## config.mk

```make
export PLATFORM = sky130hd
export DESIGN_NAME = ex_mem_pipe_stage
export DESIGN_NICKNAME = d
export VERILOG_FILES = /design/src/rtl/ex_mem_pipe_stage.sv
export SDC_FILE = /design/constraint.sdc
export NUM_CORES = 1
export LEC_CHECK = 0
export ABC_AREA = 1
export CAP_MARGIN = 40
export CELL_PAD_IN_SITES_DETAIL_PLACEMENT = 0
export CELL_PAD_IN_SITES_GLOBAL_PLACEMENT = 1
export CORE_MARGIN = 4
export CORE_UTILIZATION = 41
export DETAILED_ROUTE_END_ITERATION = 12
export PLACE_DENSITY_LB_ADDON = 0.1
export SYNTH_ARGS = -nofsm -noshare
export SYNTH_HDL_FRONTEND = slang
export SYNTH_SLANG_ARGS = --single-unit
```

## constraint.sdc

```tcl
create_clock -name clk -period 3.05 [get_ports clk]
set_input_delay 0.4575 -clock clk [delete_from_list [all_inputs] [get_ports clk]]
set_output_delay 0.4575 -clock clk [all_outputs]
set_load 0.05 [all_outputs]
```

## src/rtl/ex_mem_pipe_stage.sv

```systemverilog
// EX/MEM pipeline stage with valid/ready handshake and a 2-entry (main + skid) buffer.
// Optional stall-cycle counter is built when EX_MEM_STALL_CNT_EN is defined.
`timescale 1ns/1ps

// state   | meaning
// S_EMPTY | no entry held; outputs invalid
// S_ONE   | main holds the entry driving the outputs
// S_FULL  | main drives the outputs, skid holds the next entry; in_ready low
module ex_mem_pipe_stage #(
  parameter int XLEN   = 64,
  parameter int RD_W   = 5,
  parameter int CTRL_W = 6
) (
  input  logic              clk,
  input  logic              reset,
  input  logic              flush,
  input  logic              in_valid,
  output logic              in_ready,
  input  logic [XLEN-1:0]   adderout,
  input  logic [XLEN-1:0]   aluresult,
  input  logic              zero,
  input  logic [XLEN-1:0]   forwardbmuxout,
  input  logic [RD_W-1:0]   rd,
  input  logic [CTRL_W-1:0] ctrl_in,
  output logic              out_valid,
  input  logic              out_ready,
  output logic [XLEN-1:0]   adderout_reg,
  output logic [XLEN-1:0]   aluresult_reg,
  output logic              zero_out,
  output logic [XLEN-1:0]   forwardbmuxout_reg,
  output logic [RD_W-1:0]   rd_reg,
  output logic [CTRL_W-1:0] ctrl_out,
  output logic [31:0]       stall_cnt
);

  localparam int PW = 3 * XLEN + 1 + RD_W + CTRL_W;

  typedef enum logic [1:0] {
    S_EMPTY = 2'd0,
    S_ONE   = 2'd1,
    S_FULL  = 2'd2
  } state_t;

  state_t          state;
  logic [PW-1:0]   in_bus;
  logic [PW-1:0]   main_q;
  logic [PW-1:0]   skid_q;
  logic [CTRL_W-1:0] ctrl_main;
  logic            acc;
  logic            pop;

  assign in_bus = {adderout, aluresult, zero, forwardbmuxout, rd, ctrl_in};
  assign acc    = in_valid & in_ready & ~flush;
  assign pop    = out_valid & out_ready;

  always_ff @(posedge clk or negedge reset) begin
    if (!reset) begin
      state     <= S_EMPTY;
      in_ready  <= 1'b1;
      out_valid <= 1'b0;
      main_q    <= '0;
      skid_q    <= '0;
    end else if (flush) begin
      // Held payload is left stale; ctrl_out masking turns it into a bubble.
      state     <= S_EMPTY;
      in_ready  <= 1'b1;
      out_valid <= 1'b0;
    end else begin
      case (state)
        S_EMPTY: begin
          if (acc) begin
            main_q    <= in_bus;
            state     <= S_ONE;
            out_valid <= 1'b1;
          end
        end
        S_ONE: begin
          if (acc && pop) begin
            main_q <= in_bus;
          end else if (acc) begin
            skid_q   <= in_bus;
            state    <= S_FULL;
            in_ready <= 1'b0;
          end else if (pop) begin
            state     <= S_EMPTY;
            out_valid <= 1'b0;
          end
        end
        S_FULL: begin
          if (pop) begin
            main_q   <= skid_q;
            state    <= S_ONE;
            in_ready <= 1'b1;
          end
        end
        default: begin
          state     <= S_EMPTY;
          in_ready  <= 1'b1;
          out_valid <= 1'b0;
        end
      endcase
    end
  end

  assign {adderout_reg, aluresult_reg, zero_out, forwardbmuxout_reg, rd_reg, ctrl_main} = main_q;
  assign ctrl_out = out_valid ? ctrl_main : '0;

`ifdef EX_MEM_STALL_CNT_EN
  logic [31:0] stall_q;

  // Saturating; only reset clears it so flushes do not hide stall history.
  always_ff @(posedge clk or negedge reset) begin
    if (!reset) begin
      stall_q <= 32'h0;
    end else if (out_valid && !out_ready && (stall_q != 32'hFFFF_FFFF)) begin
      stall_q <= stall_q + 32'd1;
    end
  end

  assign stall_cnt = stall_q;
`else
  assign stall_cnt = 32'h0;
`endif

endmodule
```

## After elaboration in Yosys (flattened, before gate mapping)

Cells that the tools add are included.

| storage, ports and cells | value |
|---|---|
| output and inout bits | 238 |
| logic and storage cells | 55 |
| bits in registers | 412 |
| bits of input ports | 209 |

| cells by class | value |
|---|---|
| equal/unequal tests | 14 |
| reduce and logical (&&, ||, !) cells | 8 |
| bitwise gates (word level) | 5 |
| multiplexer cells | 23 |

Operator list:

| kind | count |
|---|---|
| 2-to-1 mux 204 bit | 3 |
| case mux 204 bit (3 select lines) | 1 |
| != test 3 bit, second input constant | 6 |
| 2-to-1 mux 2 bit | 6 |
| AND reduction 4 bit | 3 |
| != test 2 bit, second input constant | 5 |
| AND reduction 5 bit | 2 |
| 2-to-1 mux 1 bit | 9 |
| 2-to-1 mux 6 bit | 1 |
| case mux 1 bit (3 select lines) | 2 |
| case mux 2 bit (3 select lines) | 1 |
| != test 4 bit, second input constant | 1 |
| AND 1 bit | 3 |
| nonzero test 3 bit | 1 |
| == test 2 x 1 -> 1 bit, second input constant | 1 |
| == test 2 bit, second input constant | 1 |
| zero test 2 bit | 1 |
| NOT 1 bit | 2 |
| logical AND 1 bit | 1 |

## Longest topological paths before layout

Gate-level depths: netlist (run 1).

| depth | value |
|---|---|
| depth in word-level cells | 6 |
| depth in mapped cells | 10 |
| depth with buffers taken out | 8 |

## Worst setup path after synthesis (run 1)

OpenSTA, ideal clock, no wires.

| timing | value |
|---|---|
| path type | register -> register |
| from | reg in_ready |
| to | reg main_q[134] |
| path slack | 1.317 ns |
| required time | 2.918 ns |
| stages on the path, launching flop included | 11 |
| period minus slack after synthesis | 1.733 ns |
| arrival time | 1.601 ns |
| path through | dfstp_2 nand2_1 inv_1 nand2_1 nand2_1 nand2_1 buf_6 buf_4 buf_4 nand2_1 o21ai_1 |

| on the way | value |
|---|---|
| longest elaborated chain between the ends | 5 |
| elaborated cells on any way between the ends | 6 |

RTL lines:

| what | RTL line | text |
|---|---|---|
| start: declaration | 18 | `output logic in_ready,` |
| start signal: assignment | 59 | `in_ready <= 1'b1;` |
| start signal: assignment | 66 | `in_ready <= 1'b1;` |
| start signal: assignment | 83 | `in_ready <= 1'b0;` |
| AND 1 bit * (2 in series) | 53 | `assign acc = in_valid & in_ready & ~flush;` |
| logical AND 1 bit | 78 | `if (acc && pop) begin` |
| != test 2 bit (no line) | -- |  |
| AND reduction 5 bit (no line) * | -- |  |
| end signal: assignment | 72 | `main_q <= in_bus;` |
| end signal: assignment | 79 | `main_q <= in_bus;` |
| end signal: assignment | 91 | `main_q <= skid_q;` |
| end: declaration | 46 | `logic [PW-1:0] main_q;` |

Mark *: on every way between the ends. The rest lies on a longest branch, timed or not.
A chain may end at the register's enable or synchronous reset.

## Final worst setup path (run 1)

| timing | value |
|---|---|
| from | reg out_valid |
| to | out ctrl_out[0] |

| on the way | value |
|---|---|
| longest elaborated chain between the ends | 1 |

RTL lines:

| what | RTL line | text |
|---|---|---|
| start: declaration | 25 | `output logic out_valid,` |
| start signal: assignment | 60 | `out_valid <= 1'b0;` |
| start signal: assignment | 67 | `out_valid <= 1'b0;` |
| start signal: assignment | 74 | `out_valid <= 1'b1;` |
| 2-to-1 mux 6 bit | 106 | `assign ctrl_out = out_valid ? ctrl_main : '0;` |
| end: declaration | 32 | `output logic [CTRL_W-1:0] ctrl_out,` |

Every way passes these cells.

==> results of run 1 <==
[layer usage]
layer / vias to the layer above / wire length (um)
met1: 6836 / 22700
met4: 6 / 1190
met2: 392 / 23200
li1: 7235 / -
met3: 83 / 3330
met5: - / 41
[kinds of logic (layout without fill, tap and decap cells)]
group                  Yosys count  after routing  synth area share [%]
flip-flops                     412            412                  52.5
buffers and inverters          584            751                  17.0
AO/OA/AOI/OAI                  615            615                  17.8
other                            1             33                0.0191
AND/OR/NAND/NOR                656            656                  12.7
[critical path: stages, from the launching register on]
cell,delay [ns]
sky130_fd_sc_hd__dfrtp_1,0.54
sky130_fd_sc_hd__nand2_1,0.08
sky130_fd_sc_hd__inv_1,0.12
sky130_fd_sc_hd__clkdlybuf4s50_1,0.81
[final cells by class]
| cell class | instances | area, um^2 |
|---|---|---|
| diodes | 1 | 2.50 |
| clock buffers | 75 | 1440 |
| clock inverters | 9 | 100 |
| fillers | 4354 | 22700 |
| inverters | 219 | 830 |
| multi-input cells | 1303 | 6120 |
| flip-flops and latches | 412 | 10300 |
| well taps | 607 | 759 |
| repair buffers | 448 | 4640 |
[stage by stage]
stage               std cells  cell area (um^2)  setup WS [ns]  hold slack [ns]
floorplan                2299             19700           1.32            0.162
finish                   3074             24200          0.481            0.471
detailed placement       2988             22700          0.401            0.471
CTS                      3073             24200          0.420            0.434
global placement         2988             22700          0.419            0.462
global route             3073             24200          0.341            0.469
[worst max path at each step]
stage                       end  slack [ns]  cells after the start
floorplan           main_q[134]        1.32                     10
global route        ctrl_out[0]        0.34                      3
global placement     main_q[68]        0.42                      7
finish              ctrl_out[0]        0.48                      3
detailed placement   main_q[66]        0.40                      7
CTS                 ctrl_out[3]        0.42                      3
[state kept, by name, summed over array words and instances (netlist names)]
signal     flops
main_q       204
skid_q       204
state          2
in_ready       1
out_valid      1
[power by group through the flow]
stage	logic, uW	registers (uW)	clock network (uW)
2_1_floorplan	9400	9140	0
3_3_place_gp	11100	9570	0
4_1_cts	11300	9560	5790
6_report	11100	9550	5630
5_1_grt	12100	9860	6040
3_5_place_dp	11300	9600	0
[synth_stat cells]
cell type                  count  area [um^2]
sky130_fd_sc_hd__nand2_4       1         11.3
sky130_fd_sc_hd__dfrtp_1     411        10300
sky130_fd_sc_hd__o21a_1      167         1250
sky130_fd_sc_hd__dfstp_2       1         26.3
sky130_fd_sc_hd__inv_2         2         7.51
sky130_fd_sc_hd__o21ai_0     287         1440
sky130_fd_sc_hd__nand2_2       1         6.26
sky130_fd_sc_hd__buf_4       246         1850
sky130_fd_sc_hd__conb_1        1         3.75
sky130_fd_sc_hd__a21oi_1      37          185
sky130_fd_sc_hd__nor2_2        1         6.26
sky130_fd_sc_hd__clkbuf_1     41          154
sky130_fd_sc_hd__inv_1       217          815
sky130_fd_sc_hd__buf_6        20          225
sky130_fd_sc_hd__nand2_1     604         2270
sky130_fd_sc_hd__buf_1         1         3.75
sky130_fd_sc_hd__clkbuf_2      4         20.0
sky130_fd_sc_hd__nand4_1       1         6.26
sky130_fd_sc_hd__nand3_1       6         30.0
sky130_fd_sc_hd__buf_2        53          265
sky130_fd_sc_hd__o21ai_1     124          621
sky130_fd_sc_hd__nor2_1       42          158
[cell usage in the layout, fill, tap and decap left out]
cell                                n
sky130_fd_sc_hd__buf_8              1
sky130_fd_sc_hd__nand2_2            1
sky130_fd_sc_hd__inv_8              1
sky130_fd_sc_hd__clkbuf_16         49
sky130_fd_sc_hd__dfstp_2            1
sky130_fd_sc_hd__buf_4             14
sky130_fd_sc_hd__nand4_1            1
sky130_fd_sc_hd__o21ai_1          124
sky130_fd_sc_hd__inv_1            217
sky130_fd_sc_hd__clkinvlp_4         2
sky130_fd_sc_hd__clkbuf_8          12
sky130_fd_sc_hd__inv_2              1
sky130_fd_sc_hd__o21ai_0          287
sky130_fd_sc_hd__nand2_1          602
sky130_fd_sc_hd__clkbuf_1          14
sky130_fd_sc_hd__buf_12            19
sky130_fd_sc_hd__bufinv_16          2
sky130_fd_sc_hd__diode_2            1
sky130_fd_sc_hd__nand2_4            3
sky130_fd_sc_hd__nand3_1            6
sky130_fd_sc_hd__dfrtp_1          411
sky130_fd_sc_hd__clkinv_2           5
sky130_fd_sc_hd__nor2_1            42
sky130_fd_sc_hd__a21oi_1           37
sky130_fd_sc_hd__dlygate4sd3_1      1
sky130_fd_sc_hd__nor2_2             1
sky130_fd_sc_hd__conb_1            32
sky130_fd_sc_hd__clkdlybuf4s50_1  413
sky130_fd_sc_hd__o21a_1           167
==> summary.json, run 1 <==
{
  "detailedRoute.firstIterationViolations": {"value": 1056},
  "number_of_stages_on_the_worst_hold_path": {"value": 3},
  "vdd_drop_max": {"value": 0.628, "unit": "mV"},
  "cap_viol_max_count": {"value": 0},
  "met3_usage": {"value": 3.99, "unit": "%"},
  "floorplan.initialDensity": {"value": 41.8, "unit": "%"},
  "grt_pass1_wl": {"value": 79200, "unit": "um"},
  "timing.slew.headroom": {"value": 51.9, "unit": "%"},
  "cts_inserted_buffers": {"value": 47},
  "syn_to_final_growth": {"value": 23.3, "unit": "%"},
  "netSwitchingFraction": {"value": 42.2, "unit": "%"},
  "crit_type": {"value": "reg -> out"},
  "run_status": {"value": "completed"},
  "drt.antenna.violating_nets": {"value": 0},
  "finalWeightedCongestion": {"value": 0.797},
  "global_route.usage.total": {"value": 19.3, "unit": "%"},
  "post-route-period-util": {"value": 84.2, "unit": "%"},
  "die-width": {"value": 227, "unit": "um"},
  "holdBufCountCts": {"value": 1},
  "number_of_instances_resized_during_post_cts_repair": {"value": 0},
  "post_synth_num_cell_types": {"value": 22},
  "drt_pre_antenna_iters": {"value": 6},
  "layout-drive-gt1-share": {"value": 4.54, "unit": "%"},
  "endpoint_worst_hold": {"value": "skid_q[148]"},
  "max_clock_freq": {"value": 0.389, "unit": "GHz"},
  "crit_start_category": {"value": "flop"},
  "number_of_global_route_vias_before_repair": {"value": 14134},
  "min-delay-start": {"value": "adderout[8]"},
  "die_area": {"value": 51400, "unit": "um^2"},
  "worst_slew_pin_slew": {"value": 0.721, "unit": "ns"},
  "use_met1": {"value": 27.3, "unit": "%"},
  "grt_setup_unrepaired": {"value": "false"},
  "finish.net_count": {"value": 2640},
  "timing.critical_path.required": {"value": 2.59, "unit": "ns"},
  "clk_latency": {"value": 0.56, "unit": "ns"},
  "cellLeakagePower": {"value": 0.0113, "unit": "uW"},
  "die_height": {"value": 227, "unit": "um"},
  "io_buffers": {"value": 414},
  "hold_viol_final": {"value": 0},
  "yosysWarningCount": {"value": 0},
  "dpl.hpwl": {"value": 34700, "unit": "um"},
  "synth_seq_cells": {"value": 412},
  "post_cts.repair.setup_buffers": {"value": 0},
  "grtUsageMet2": {"value": 30.2, "unit": "%"},
  "power": {"value": 26300, "unit": "uW"},
  "power_switching": {"value": 11100, "unit": "uW"},
  "power.combinational.fraction": {"value": 42.3, "unit": "%"},
  "power.density_cell_area": {"value": 1090, "unit": "nW/um^2"},
  "clkTransAtPathRegs": {"value": 0.06, "unit": "ns"},
  "placeableCoreArea": {"value": 47000, "unit": "um^2"},
  "skew": {"value": 0.00875, "unit": "ns"},
  "cts-root-to-sink-buffers": {"value": 3},
  "timing.final.crit_period": {"value": 2.57, "unit": "ns"},
  "grt_start_max_net_pins": {"value": 110},
  "post-route-util": {"value": 51.6, "unit": "%"},
  "i_o_pin_count": {"value": 447},
  "cp_data_arrival_time": {"value": 2.11, "unit": "ns"},
  "via_per_inst": {"value": 4.73},
  "seq_area_frac_synth": {"value": 52.5, "unit": "%"},
  "sink_count": {"value": 412},
  "tritoncts_clock_tree": {"value": "done"},
  "post_synth_inst_count": {"value": 2268},
  "drt_drc_violations_left": {"value": 0},
  "final_report_max_slew_violation_count": {"value": 0},
  "busiest_layer": {"value": "met2"},
  "hold_path.class": {"value": "in -> reg"},
  "globalRoute.totalOverflow": {"value": 0},
  "internal-power": {"value": 15200, "unit": "uW"},
  "timing.reg2reg.worst_path_depth": {"value": 6},
  "antenna_found_initial": {"value": 5},
  "via_count": {"value": 14552},
  "synthesis.area_per_instance": {"value": 8.66, "unit": "um^2"},
  "h_tree_levels": {"value": 2},
  "regToRegSetupSlack": {"value": 0.93, "unit": "ns"},
  "clock_power_share": {"value": 21.4, "unit": "%"},
  "post_synthesis_instance_area": {"value": 19600, "unit": "um^2"},
  "cp-startpoint": {"value": "out_valid"},
  "reg2reg_to": {"value": "main_q[66]"},
  "avgRoutedWirePerCell": {"value": 16.4, "unit": "um"},
  "clockRootBuffer": {"value": "sky130_fd_sc_hd__clkbuf_16"},
  "final-setup-viol-count": {"value": 0},
  "sum_of_negative_setup_slack": {"value": 0, "unit": "ns"},
  "placement_rows": {"value": 79},
  "r2r-start": {"value": "state[0]"},
  "cp-end-kind": {"value": "primary output"},
  "final_routed_wirelength": {"value": 50500, "unit": "um"},
  "critPathMaxFanout": {"value": 9},
  "seq_power_share": {"value": 36.3, "unit": "%"}
}
Power figures use the tool's default switching activity.
==> run 2, diff against run 1 <==
Settings changed: CORE_UTILIZATION 41 to 34.
Clock period 3.05 ns to 2.1 ns, I/O delays scaled along.
==> summary.json, run 2 (synthesized netlist as in run 1, its figures left out) <==
{
  "run_status": {"value": "completed"},
  "r2r-start": {"value": "in_ready"},
  "layout_commonest_cell": {"value": "sky130_fd_sc_hd__nand2_1"},
  "hold_path.class": {"value": "in -> async"},
  "critPathMaxFanout": {"value": 2, "change": "-7"},
  "layout-drive-gt1-share": {"value": 6.58, "unit": "%", "change": "+2.0 points"},
  "drt_drc_violations_left": {"value": 0, "change": "unchanged"},
  "reg2reg_to": {"value": "main_q[82]"},
  "antenna_found_initial": {"value": 4, "change": "-1"},
  "via_count": {"value": 14644, "change": "+0.63%"},
  "placedCellCount": {"value": 3173, "change": "+6.2%"},
  "clkTransAtPathRegs": {"value": 0.06, "unit": "ns", "change": "about the same"},
  "power.density_cell_area": {"value": 1520, "unit": "nW/um^2", "change": "+40%"},
  "tritoncts_clock_tree": {"value": "done"},
  "sink_count": {"value": 412, "change": "unchanged"},
  "critical_path.top_delay_family": {"value": "buffers and inverters"},
  "cellLeakagePower": {"value": 0.0124, "unit": "uW", "change": "+9.3%"},
  "cts_inserted_buffers": {"value": 49, "change": "+4.3%"},
  "cts-root-to-sink-buffers": {"value": 3, "change": "unchanged"},
  "clk_latency": {"value": 0.58, "unit": "ns", "change": "+0.02 ns"},
  "finish.net_count": {"value": 2678, "change": "+1.4%"},
  "worst_slew_pin_slew": {"value": 0.573, "unit": "ns", "change": "-0.148 ns"},
  "crit_start_category": {"value": "flop"},
  "layout_setup_ws": {"value": 0.0516, "unit": "ns", "change": "-0.429 ns"},
  "cp-end-kind": {"value": "primary output"},
  "via_per_inst": {"value": 4.49, "change": "-5.3%"},
  "max_clock_freq": {"value": 0.488, "unit": "GHz"},
  "reg_top3": {"value": "main_q (204), skid_q (204), state (2)"},
  "syn_to_final_growth": {"value": 26.1, "unit": "%"},
  "hold_viol_final": {"value": 0, "change": "unchanged"},
  "timing.critical_path.required": {"value": 1.78, "unit": "ns", "change": "-0.81 ns"},
  "path_buf_inv": {"value": 1, "change": "-1"},
  "timing.reg2reg.worst_path_depth": {"value": 9, "change": "+3"},
  "skew": {"value": 0.0181, "unit": "ns", "change": "+0.00939 ns"},
  "commonest_cells_after_routing_fill_and_taps_aside": {"value": "sky130_fd_sc_hd__nand2_1 (602), sky130_fd_sc_hd__dfrtp_1 (411), sky130_fd_sc_hd__o21ai_0 (287), sky130_fd_sc_hd__clkdlybuf4s50_1 (227), sky130_fd_sc_hd__inv_1 (217)"},
  "regToRegSetupSlack": {"value": 0.39, "unit": "ns", "change": "-0.54 ns"},
  "timing.slew.headroom": {"value": 61.9, "unit": "%", "change": "+10 points"},
  "crit_path_top_delay_cell": {"value": "sky130_fd_sc_hd__clkdlybuf4s50_1"},
  "placement_rows": {"value": 87, "change": "+10%"},
  "io_buffers": {"value": 414, "change": "unchanged"},
  "die_area": {"value": 61700, "unit": "um^2", "change": "+20%"},
  "h_tree_levels": {"value": 2, "change": "unchanged"},
  "finalWeightedCongestion": {"value": 0.792, "change": "-0.68%"},
  "grt_setup_unrepaired": {"value": "false"},
  "final-setup-viol-count": {"value": 0, "change": "unchanged"},
  "final_routed_wirelength": {"value": 53500, "unit": "um", "change": "+6.0%"},
  "global_route.usage.total": {"value": 17.0, "unit": "%", "change": "-2.2 points"},
  "drt_pre_antenna_iters": {"value": 5, "change": "-1"},
  "cp_data_arrival_time": {"value": 1.73, "unit": "ns", "change": "-0.38 ns"},
  "crit_chain": {"value": "clkdlybuf4s50_1"},
  "drt.antenna.violating_nets": {"value": 0, "change": "unchanged"},
  "final_cell_count_no_fill": {"value": 3265, "change": "+6.2%"},
  "placeableCoreArea": {"value": 56800, "unit": "um^2", "change": "+21%"},
  "avgRoutedWirePerCell": {"value": 16.4, "unit": "um", "change": "-0.23%"},
  "clockRootBuffer": {"value": "sky130_fd_sc_hd__clkbuf_16"},
  "crit_path_max_incr_delay": {"value": 0.82, "unit": "ns", "change": "about the same"},
  "die-width": {"value": 248, "unit": "um", "change": "+9.5%"},
  "grt_start_max_net_pins": {"value": 121, "change": "+10%"},
  "detailedRoute.firstIterationViolations": {"value": 877, "change": "-17%"},
  "post_cts.repair.setup_buffers": {"value": 0, "change": "unchanged"},
  "vdd_drop_max": {"value": 1.04, "unit": "mV", "change": "+65%"},
  "floorplan.initialDensity": {"value": 34.6, "unit": "%", "change": "-7.3 points"},
  "final_report_max_slew_violation_count": {"value": 0, "change": "unchanged"},
  "fin_worst_hold_slack": {"value": 0.224, "unit": "ns", "change": "-0.247 ns"},
  "post-route-period-util": {"value": 97.5, "unit": "%"},
  "crit_type": {"value": "reg -> out"},
  "globalRoute.totalOverflow": {"value": 0, "change": "unchanged"},
  "cap_viol_max_count": {"value": 0, "change": "unchanged"},
  "i_o_pin_count": {"value": 447, "change": "unchanged"},
  "number_of_global_route_vias_before_repair": {"value": 14201, "change": "+0.47%"},
  "grt_pass1_wl": {"value": 82900, "unit": "um", "change": "+4.6%"},
  "timing.final.crit_period": {"value": 2.05, "unit": "ns"},
  "pre_cts_worst_setup_slack": {"value": -0.0156, "unit": "ns", "change": "-0.417 ns"},
  "die_height": {"value": 248, "unit": "um", "change": "+9.5%"},
  "dpl.hpwl": {"value": 38200, "unit": "um", "change": "+10%"}
}
## run 2: cell count changes in the layout (fill, tap and decap cells not counted), sizes merged, moves of 4 or more
cell           before  now
dlygate4sd2         0  147
clkdlybuf4s50     413  227
clkbuf             75   79
dlymetal6s2s        0   28
clkinv              5    9
buf                34   81
## run 2: metrics by stage
stage	instance area [um^2]	setup TNS, ns	total power, uW	utilization [%]
2_1_floorplan	19700	0	26900	-
3_3_place_gp	23300	0	30400	40.9
3_5_place_dp	23300	-0.0156	30600	40.9
4_1_cts	24700	0	38300	43.4
5_1_grt	24800	0	40100	43.6
6_report	24800	0	37600	43.6
## run 2: final cells by class
class	instances	area (um^2)
Inverter	219	830
Timing Repair Buffer	484	4960
Multi-Input combinational cell	1303	6120
Fill cell	5779	32100
Clock buffer	79	1530
Clock inverter	10	57.6
Sequential cell	412	10300
Tap cell	756	946
Antenna cell	2	5.00
## run 2: worst max path at each step
stage,slack [ns],startpoint,cells past startpoint,endpoint
floorplan,0.37,in_ready,10,main_q[134]
global placement,0.007,flush,7,main_q[202]
detailed placement,-0.02,flush,7,main_q[50]
CTS,0.0008,main_q[50],1,forwardbmuxout_reg[39]
global route,0.0002,main_q[148],1,adderout_reg[8]
finish,0.05,main_q[34],1,forwardbmuxout_reg[23]
## run 2: report_power, final
group | switching (uW) | internal [uW]
combinational | 10700 | 4760
clock | 3350 | 4960
sequential | 2120 | 11700
total | 16200 | 21400
## run 2: layer usage
metal	GRT usage, %	up-vias	share of wire (%)
met5	0	-	0.043
met2	27.4	329	47
met1	23.7	6917	46
met3	3.60	63	5.8
li1	-	7331	-
met4	4.08	4	1.7
## run 2: repair_timing
| action | 4_1_cts | 5_1_grt |
|---|---|---|
| gates resized for setup | 147 | 28 |
| endpoints found under the setup margin | 147 | 28 |
| hold buffers | 1 | 0 |
| pin swaps | 0 | 0 |
| endpoints found under the hold margin | 175 | 0 |
==> run 3, diff against run 2 <==
Settings changed: CORE_UTILIZATION 34 to 38, RECOVER_POWER set to 100, SKIP_LAST_GASP set to 1.
Clock period 2.1 ns to 2.01 ns, I/O delays scaled along.
==> summary.json, run 3 (synthesized netlist as in run 1, its figures left out) <==
{
  "post-route-util": {"value": 47.3, "unit": "%", "change": "+3.7 points"},
  "antenna_found_initial": {"value": 2, "change": "-2"},
  "hold_viol_final": {"value": 0, "change": "unchanged"},
  "layout-drive-gt1-share": {"value": 5.93, "unit": "%", "change": "-0.65 points"},
  "finalWeightedCongestion": {"value": 0.760, "change": "-4.0%"},
  "clockRootBuffer": {"value": "sky130_fd_sc_hd__clkbuf_16"},
  "placeableCoreArea": {"value": 51200, "unit": "um^2", "change": "-9.9%"},
  "fin_worst_hold_slack": {"value": 0.222, "unit": "ns", "change": "-0.00190 ns"},
  "hold_path.class": {"value": "in -> async"},
  "critical_path.top_delay_family": {"value": "buffers and inverters"},
  "crit_type": {"value": "reg -> out"},
  "crit_path_max_incr_delay": {"value": 0.57, "unit": "ns", "change": "-0.25 ns"},
  "post-route-period-util": {"value": 92.5, "unit": "%"},
  "finish.net_count": {"value": 2667, "change": "-0.41%"},
  "power.density_cell_area": {"value": 1620, "unit": "nW/um^2", "change": "+6.8%"},
  "commonest_cells_after_routing_fill_and_taps_aside": {"value": "sky130_fd_sc_hd__nand2_1 (603), sky130_fd_sc_hd__dfrtp_1 (411), sky130_fd_sc_hd__o21ai_0 (380), sky130_fd_sc_hd__inv_1 (217), sky130_fd_sc_hd__clkdlybuf4s50_1 (207)"},
  "max_clock_freq": {"value": 0.538, "unit": "GHz"},
  "num-fill-cells": {"value": 5047, "change": "-13%"},
  "die_height": {"value": 235, "unit": "um", "change": "-5.2%"},
  "global_route.usage.total": {"value": 18.4, "unit": "%", "change": "+1.3 points"},
  "path_buf_inv": {"value": 1, "change": "unchanged"},
  "cellLeakagePower": {"value": 0.0120, "unit": "uW", "change": "-3.2%"},
  "run_status": {"value": "completed"},
  "clk_latency": {"value": 0.57, "unit": "ns", "change": "about the same"},
  "cp_data_arrival_time": {"value": 1.56, "unit": "ns", "change": "-0.17 ns"},
  "grt_pass1_wl": {"value": 82800, "unit": "um", "change": "about the same"},
  "timing.slew.headroom": {"value": 34.0, "unit": "%", "change": "-28 points"},
  "critPathMaxFanout": {"value": 2, "change": "unchanged"},
  "crit_path_top_delay_cell": {"value": "sky130_fd_sc_hd__dlygate4sd2_1"},
  "grt_setup_unrepaired": {"value": "false"},
  "drt_drc_violations_left": {"value": 0, "change": "unchanged"},
  "grt_start_max_net_pins": {"value": 68, "change": "-44%"},
  "i_o_pin_count": {"value": 447, "change": "unchanged"},
  "floorplan.initialDensity": {"value": 38.3, "unit": "%", "change": "+3.8 points"},
  "cts-root-to-sink-buffers": {"value": 3, "change": "unchanged"},
  "die-width": {"value": 235, "unit": "um", "change": "-5.2%"},
  "skew": {"value": 0.0112, "unit": "ns", "change": "-0.00695 ns"},
  "final_cell_area": {"value": 24200, "unit": "um^2", "change": "-2.2%"},
  "met3_usage": {"value": 3.50, "unit": "%", "change": "-0.092 points"},
  "syn_to_final_growth": {"value": 23.3, "unit": "%"},
  "timing.reg2reg.worst_path_depth": {"value": 7, "change": "-2"},
  "final_report_max_slew_violation_count": {"value": 0, "change": "unchanged"},
  "via_count": {"value": 14688, "change": "+0.30%"},
  "tritoncts_clock_tree": {"value": "done"},
  "regToRegSetupSlack": {"value": 0.19, "unit": "ns", "change": "-0.20 ns"},
  "vdd_drop_max": {"value": 0.787, "unit": "mV", "change": "-24%"},
  "post_cts.repair.setup_buffers": {"value": 0, "change": "unchanged"},
  "via_per_inst": {"value": 4.62, "change": "+3.1%"},
  "cp-end-kind": {"value": "primary output"},
  "final-setup-viol-count": {"value": 0, "change": "unchanged"},
  "drt_pre_antenna_iters": {"value": 6, "change": "+1"},
  "clkTransAtPathRegs": {"value": 0.06, "unit": "ns", "change": "about the same"},
  "timing.critical_path.required": {"value": 1.71, "unit": "ns", "change": "-0.07 ns"},
  "cts_inserted_buffers": {"value": 48, "change": "-2.0%"},
  "sink_count": {"value": 412, "change": "unchanged"},
  "postPlaceCellArea": {"value": 23100, "unit": "um^2", "change": "-0.84%"},
  "worst_slew_pin_slew": {"value": 0.990, "unit": "ns", "change": "+0.417 ns"},
  "drt.antenna.violating_nets": {"value": 0, "change": "unchanged"},
  "globalRoute.totalOverflow": {"value": 0, "change": "unchanged"},
  "reg_top3": {"value": "main_q (204), skid_q (204), state (2)"},
  "crit_chain": {"value": "dlygate4sd2_1"},
  "busiest_layer": {"value": "met2"},
  "dpl.hpwl": {"value": 36800, "unit": "um", "change": "-3.8%"},
  "timing.final.crit_period": {"value": 1.86, "unit": "ns"},
  "avgRoutedWirePerCell": {"value": 16.3, "unit": "um", "change": "-0.66%"},
  "reg2reg_to": {"value": "main_q[75]"},
  "io_buffers": {"value": 414, "change": "unchanged"},
  "cap_viol_max_count": {"value": 0, "change": "unchanged"},
  "h_tree_levels": {"value": 2, "change": "unchanged"},
  "grtUsageMet2": {"value": 28.5, "unit": "%", "change": "+1.1 points"},
  "crit_start_category": {"value": "flop"},
  "placement_rows": {"value": 83, "change": "-4.6%"},
  "die_area": {"value": 55400, "unit": "um^2", "change": "-10%"},
  "layout_commonest_cell": {"value": "sky130_fd_sc_hd__nand2_1"},
  "final_routed_wirelength": {"value": 51700, "unit": "um", "change": "-3.4%"},
  "use_met1": {"value": 25.9, "unit": "%", "change": "+2.2 points"},
  "detailedRoute.firstIterationViolations": {"value": 1017, "change": "+16%"},
  "number_of_global_route_vias_before_repair": {"value": 14434, "change": "+1.6%"},
  "r2r-start": {"value": "state[0]"}
}
==> run 3: final cells by class <==
| type | instances | area [um^2] | share of cell area [%] |
|---|---|---|---|
| Sequential cell | 412 | 10300 | 42.6 |
| Multi-Input combinational cell | 1303 | 6110 | 25.3 |
| Timing Repair Buffer | 474 | 4390 | 18.1 |
| Clock buffer | 71 | 1460 | 6.03 |
| Tap cell | 680 | 851 | 3.52 |
| Inverter | 219 | 830 | 3.43 |
| Clock inverter | 16 | 244 | 1.01 |
| Antenna cell | 1 | 2.50 | 0.0103 |
==> run 3: how the worst max path moves through the flow <==
stage                 from                      to  slack (ns)  cells past startpoint
2_1_floorplan     in_ready             main_q[134]        0.28                     10
3_3_place_gp         flush              main_q[64]       0.006                      7
3_5_place_dp         flush              main_q[64]       -0.04                      7
4_1_cts         main_q[26]  forwardbmuxout_reg[15]        0.11                      1
5_1_grt           state[0]             main_q[179]        0.06                      7
6_report       main_q[122]       aluresult_reg[46]        0.15                      1
==> run 3: stage by stage <==
step,instances,TNS [ns],total power [uW],setup WS (ns)
finish,3176,0,39300,0.150
global placement,3087,0,31600,0.00556
detailed placement,3087,-0.0920,31900,-0.0441
CTS,3175,0,40200,0.109
global route,3176,0,41800,0.0567
floorplan,2299,0,28100,0.277
==> run 3: report_power, final <==
group	internal [uW]	switching [uW]
sequential	12200	2270
clock	5780	3500
combinational	4380	11100
==> run 3: worst reg2reg max path, stage by stage, from the launching register on <==
cell and delay, ns:
sky130_fd_sc_hd__dfrtp_1 0.43, sky130_fd_sc_hd__inv_2 0.10, sky130_fd_sc_hd__nand2_1 0.17, sky130_fd_sc_hd__inv_8 0.27, sky130_fd_sc_hd__buf_6 0.39, sky130_fd_sc_hd__nand2_1 0.13, sky130_fd_sc_hd__o21a_1 0.12, sky130_fd_sc_hd__o21ai_0 0.14
==> run 3: layer usage <==
metal	share of wire, %	vias up
met5	0.039	-
met4	3.3	2
met3	5.4	85
met2	46	379
met1	46	6911
li1	-	7311
==> run 3: what timing repair did <==
item | CTS | global route
hold buffers | 1 | 0
hold endpoints to repair | 55 | 0
setup endpoints to repair | 190 | 0
gates resized for setup | 190 | 0
